==> config.mk <==
export PLATFORM = sky130hd
export DESIGN_NAME = lock_ctrl_fsm
export DESIGN_NICKNAME = d
export VERILOG_FILES = /design/src/rtl/lock_ctrl_fsm.sv
export SDC_FILE = /design/constraint.sdc
export NUM_CORES = 1
export LEC_CHECK = 0
export ABC_AREA = 0
export CAP_MARGIN = 30
export CORE_UTILIZATION = 58
export CTS_BUF_LIST = sky130_fd_sc_hd__clkbuf_8
export CTS_CLUSTER_SIZE = 16
export DETAILED_ROUTE_END_ITERATION = 8
export PLACE_DENSITY = 0.92
export SETUP_SLACK_MARGIN = 0.15
export SYNTH_ARGS = -nofsm -noshare
export SYNTH_HDL_FRONTEND = slang
export SYNTH_SLANG_ARGS = --single-unit
==> constraint.sdc <==
create_clock -name Clk -period 3 [get_ports Clk]
set_input_delay 0.3 -clock Clk [delete_from_list [all_inputs] [get_ports Clk]]
set_output_delay 0.3 -clock Clk [all_outputs]
set_load 0.01 [all_outputs]
==> src/rtl/lock_ctrl_fsm.sv <==
// lock_ctrl_fsm: code-lock sequencer for entry, compare, open/close, password change and lockout
module lock_ctrl_fsm #(
  parameter logic [15:0] DEFAULT_PW = 16'h1234,
  parameter int OPEN_TICKS = 1000,
  parameter int ERR_TICKS = 100,
  parameter int LOCK_TICKS = 5000,
  parameter int MAX_FAIL = 3,
  parameter int CNT_W = 16
) (
  input  logic        Clk,
  input  logic        Rst,
  input  logic        key_pulse,
  input  logic [3:0]  Sw,
  output logic        Close_sig,
  output logic        OPEN_sig,
  output logic        ERROR_sig,
  output logic        Change_word,
  output logic        Lockout,
  output logic [15:0] disp_data,
  output logic [2:0]  disp_cnt,
  output logic [1:0]  fail_cnt
);
  typedef enum logic [2:0] {IDLE, ENTRY, CHECK, OPEN, CHANGE, ERROR, LOCKOUT} state_t;
  state_t state, state_d;
  logic [15:0] pw, pw_d, buf_d;
  logic [2:0] cnt_d;
  logic [1:0] fail_d;
  logic [CNT_W-1:0] timer, timer_d;
  logic digit, k_e, k_f, k_d, editing, full;
  assign digit = key_pulse && Sw <= 4'd9;
  assign k_e = key_pulse && Sw == 4'hE;
  assign k_f = key_pulse && Sw == 4'hF;
  assign k_d = key_pulse && Sw == 4'hD;
  assign editing = state == ENTRY || state == CHANGE;
  assign full = disp_cnt == 3'd4;
  always_comb begin
    state_d = state;
    pw_d = pw;
    buf_d = disp_data;
    cnt_d = disp_cnt;
    fail_d = fail_cnt;
    case (state)
      IDLE: state_d = k_e ? ENTRY : IDLE;
      ENTRY: state_d = k_d ? CHECK : ENTRY;
      CHECK: begin
        fail_d = (full && disp_data == pw) ? 2'd0 : fail_cnt + 2'd1;
        state_d = (full && disp_data == pw) ? OPEN : (fail_d == 2'(MAX_FAIL)) ? LOCKOUT : ERROR;
      end
      OPEN: state_d = (k_d || timer == CNT_W'(OPEN_TICKS - 1)) ? IDLE : k_f ? CHANGE : OPEN;
      CHANGE: begin
        state_d = k_d ? (full ? IDLE : OPEN) : CHANGE;
        pw_d = (k_d && full) ? disp_data : pw;
      end
      ERROR: state_d = (timer == CNT_W'(ERR_TICKS - 1)) ? IDLE : ERROR;
      LOCKOUT: begin
        state_d = (timer == CNT_W'(LOCK_TICKS - 1)) ? IDLE : LOCKOUT;
        fail_d = (timer == CNT_W'(LOCK_TICKS - 1)) ? 2'd0 : fail_cnt;
      end
      default: state_d = IDLE;
    endcase
    if (editing && digit && !full) begin
      buf_d = {disp_data[11:0], Sw};
      cnt_d = disp_cnt + 3'd1;
    end
    if ((editing && k_e) || (state_d != state && state_d inside {IDLE, ENTRY, CHANGE})) begin
      buf_d = '0;
      cnt_d = '0;
    end
    timer_d = (state_d != state || !(state inside {OPEN, ERROR, LOCKOUT})) ? '0 : timer + CNT_W'(1);
  end
  always_ff @(posedge Clk) begin
    if (Rst) begin
      state <= IDLE;
      pw <= DEFAULT_PW;
      timer <= '0;
      disp_data <= '0;
      disp_cnt <= '0;
      fail_cnt <= '0;
      Close_sig <= 1'b1;
      OPEN_sig <= 1'b0;
      ERROR_sig <= 1'b0;
      Change_word <= 1'b0;
      Lockout <= 1'b0;
    end else begin
      state <= state_d;
      pw <= pw_d;
      timer <= timer_d;
      disp_data <= buf_d;
      disp_cnt <= cnt_d;
      fail_cnt <= fail_d;
      Close_sig <= !(state_d inside {OPEN, CHANGE});
      OPEN_sig <= state_d inside {OPEN, CHANGE};
      ERROR_sig <= state_d inside {ERROR, LOCKOUT};
      Change_word <= state_d == CHANGE;
      Lockout <= state_d == LOCKOUT;
    end
  end
endmodule

==> flow_summary.json <==
{
  "dp.cells": 404,
  "ys_ff_latch": 61,
  "worstMarginPinSlew_ns": 0.5224,
  "setup_ws_ns": 0.2823,
  "syn2layout_area_growth_pct": 21.51,
  "setup_viol": 0,
  "yosys.cell_count.top_type": "dfxtp_1",
  "grt_pass1_wl_mm": 10.56,
  "routedWlPerCell_um": 15.03,
  "gr-total-overflow": 0,
  "cts_hold_buf": 0,
  "core_um2": 4786,
  "die_area_um2": 5332,
  "crit_fanout": 19,
  "register_area_um2": 1221,
  "synth.area.mux_share_pct": 9.581,
  "grt_pass1_vias": 2250,
  "clkTransAtPathRegs_ns": 0.06,
  "dieWidth_um": 73.02,
  "timing.final.max_slew_violations": 0,
  "synth_nets": 324,
  "cp.required_ns": 3.21,
  "yosysTopAreaCellShare_pct": 41.75,
  "synth_area_um2": 2925,
  "crit_path_end_kind": "register",
  "period_share_pct": 90.59,
  "period_minus_slack_ns": 2.718,
  "cp.arrival_ns": 2.93,
  "vias": 2356,
  "hp-class": "reg2reg",
  "worst_setup_path_start_kind": "register",
  "hold_ws_ns": 0.4624,
  "synth-simple-area-share_pct": 25.24,
  "htree_levels": 3,
  "path_class": "reg2reg",
  "final_cells": 421,
  "fill_cells": 364,
  "yosysSeqAreaShare_pct": 41.75,
  "grt_antenna_before_repair": 0,
  "clock_latency_ns": 0.34,
  "grt_usage_pct": 26.41,
  "grt_max_degree": 22,
  "avgSynthCellArea_um2": 9.316,
  "synth_compound_area_share_pct": 8.255,
  "drv_cap": 0,
  "wl_mm": 6.326,
  "synth_top_family_by_area": "simple AND/OR/NAND/NOR gates",
  "yosys-top-cells-area": "dfxtp_1 42%, mux2i_1 9.6%, xor2_1 6.6%",
  "pwr_density_cell_nw_per_um2": 475.8,
  "synth-async-reset-ratio_pct": 0,
  "drc": 0,
  "rsz0062_at_grt": "no",
  "outcome": "finished clean",
  "synthAdderAreaFrac_pct": 1.283,
  "clockRootBuffer": "clkbuf_8",
  "ant_nets": 0,
  "synth_xor_area_share_pct": 9.581,
  "synth.largest_area_cell": "dfxtp_1",
  "multi_input_area_um2": 1593,
  "syn_inst": 314,
  "io_buffers": 32,
  "dp_hpwl_mm": 4.240,
  "clock_sinks": 61,
  "initial_core_util_pct": 61.12,
  "cts_buffer_depth": 2,
  "cts_made_buffers": 9,
  "first_pass_iters": 4,
  "synth_ff_type": "dfxtp_1",
  "pre_cts_ws_ns": 0.2291,
  "drt_iter0_drc": 118,
  "rows": 25,
  "finClkSkew_ns": 0.008655,
  "leakagePower_uw": 0.001355,
  "cts_tree": "built",
  "layout-drive-gt1-share_pct": 11.58,
  "gp_congestion": 0.8644,
  "fin_tns_setup_ns": 0,
  "relSlewSlack_pct": 64.81,
  "synth_commonest_cells": "61 x dfxtp_1, 45 x nor2_1, 28 x mux2i_1, 22 x xor2_1",
  "antenna_cells": 0,
  "yosysUniqueCellTypes": 52,
  "ys_warn_count": 0,
  "ir_worst_vdd_v": 0.0004539,
  "postLayoutCoreUtil_pct": 74.27,
  "synth-edff-count": 0,
  "nNetsFinal": 359,
  "hold_violations": 0,
  "dieHeight_um": 73.02,
  "vias_per_cell": 5.596,
  "max_freq_mhz": 368.0,
  "io_pins": 33
}
==> logic make-up (layout without fill, tap and decap cells) <==
family          Yosys count  count (layout)
compound gates           32              32
flops                    61              61
xor+xnor                 32              32
buf+inv                  26              66
simple gates            132             132
fa+ha+maj                 3               3
mux                      28              28
==> registers in the layout, indices dropped and copies added, names as in the netlist <==
signal       cells
disp_data       16
pw              16
timer           16
disp_cnt         3
state            3
fail_cnt         2
Change_word      1
Close_sig        1
ERROR_sig        1
Lockout          1
OPEN_sig         1
==> per-layer routing <==
metal / global-route usage, % / vias up / wire length [µm]
li1: - / 1169 / -
met1: 31.61 / 1117 / 2792
met2: 44.24 / 59 / 3128
met3: 8.149 / 11 / 278
met4: 10.02 / 0 / 126
met5: 0 / - / 0
==> metrics by stage <==
stage,cell area (µm²),total power (µW)
global route,3555,1739
floorplan,2925,870.9
detailed placement,3294,893.0
finish,3555,1691
CTS,3520,1697
global placement,3294,892.6
==> layout make-up <==
cell class	count	area share, %
repair buffers	37	10.77
clock buffers	11	4.259
flip-flops and latches	61	34.35
inverters	13	1.373
well taps	67	2.358
multi-input cells	227	44.81
clock inverters	5	2.077
==> timing repair <==
item,4_1_cts,5_1_grt
setup buffers,0,1
setup endpoints to repair,0,35
resized for setup,0,3
hold endpoints to repair,0,0
==> power breakdown <==
group          internal, µW  switching (µW)
registers               811            2.71
logic                  24.0            39.0
clock network           507             307
total                  1340             349
==> critical path, cell delays in order, from the launching register on <==
cell and delay [ns]:
dfxtp_1 0.33, or4_4 0.55, nor4_2 0.35, o22ai_1 0.17
or3_1 0.38, a211oi_2 0.29, o211a_1 0.27, buf_12 0.18
nor3_1 0.07
==> path summary, 6_finish.rpt <==
path / startpoint / end / slack (ns) / cells after the start
min: timer[0] / timer[0] / 0.46 / 1
min reg2reg: timer[0] / timer[0] / 0.46 / 1
max: timer[13] / disp_data[2] / 0.28 / 8
max reg2reg: timer[13] / disp_data[2] / 0.28 / 8
==> placed cells by master, fill, tap and decap left out, drive strengths merged, types with 4 or more instances in the layout <==
cell,count
a21oi,8
a211o,5
clkbuf,11
nor2,45
buf,5
nor3,24
nand2b,4
mux2i,28
xnor2,10
nand2,14
nand3,8
nor4,6
dfxtp,61
and3,5
clkdlybuf4s50,32
xor2,22
nand4,5
inv,14
Note: power is estimated with default switching activity, not from simulation.
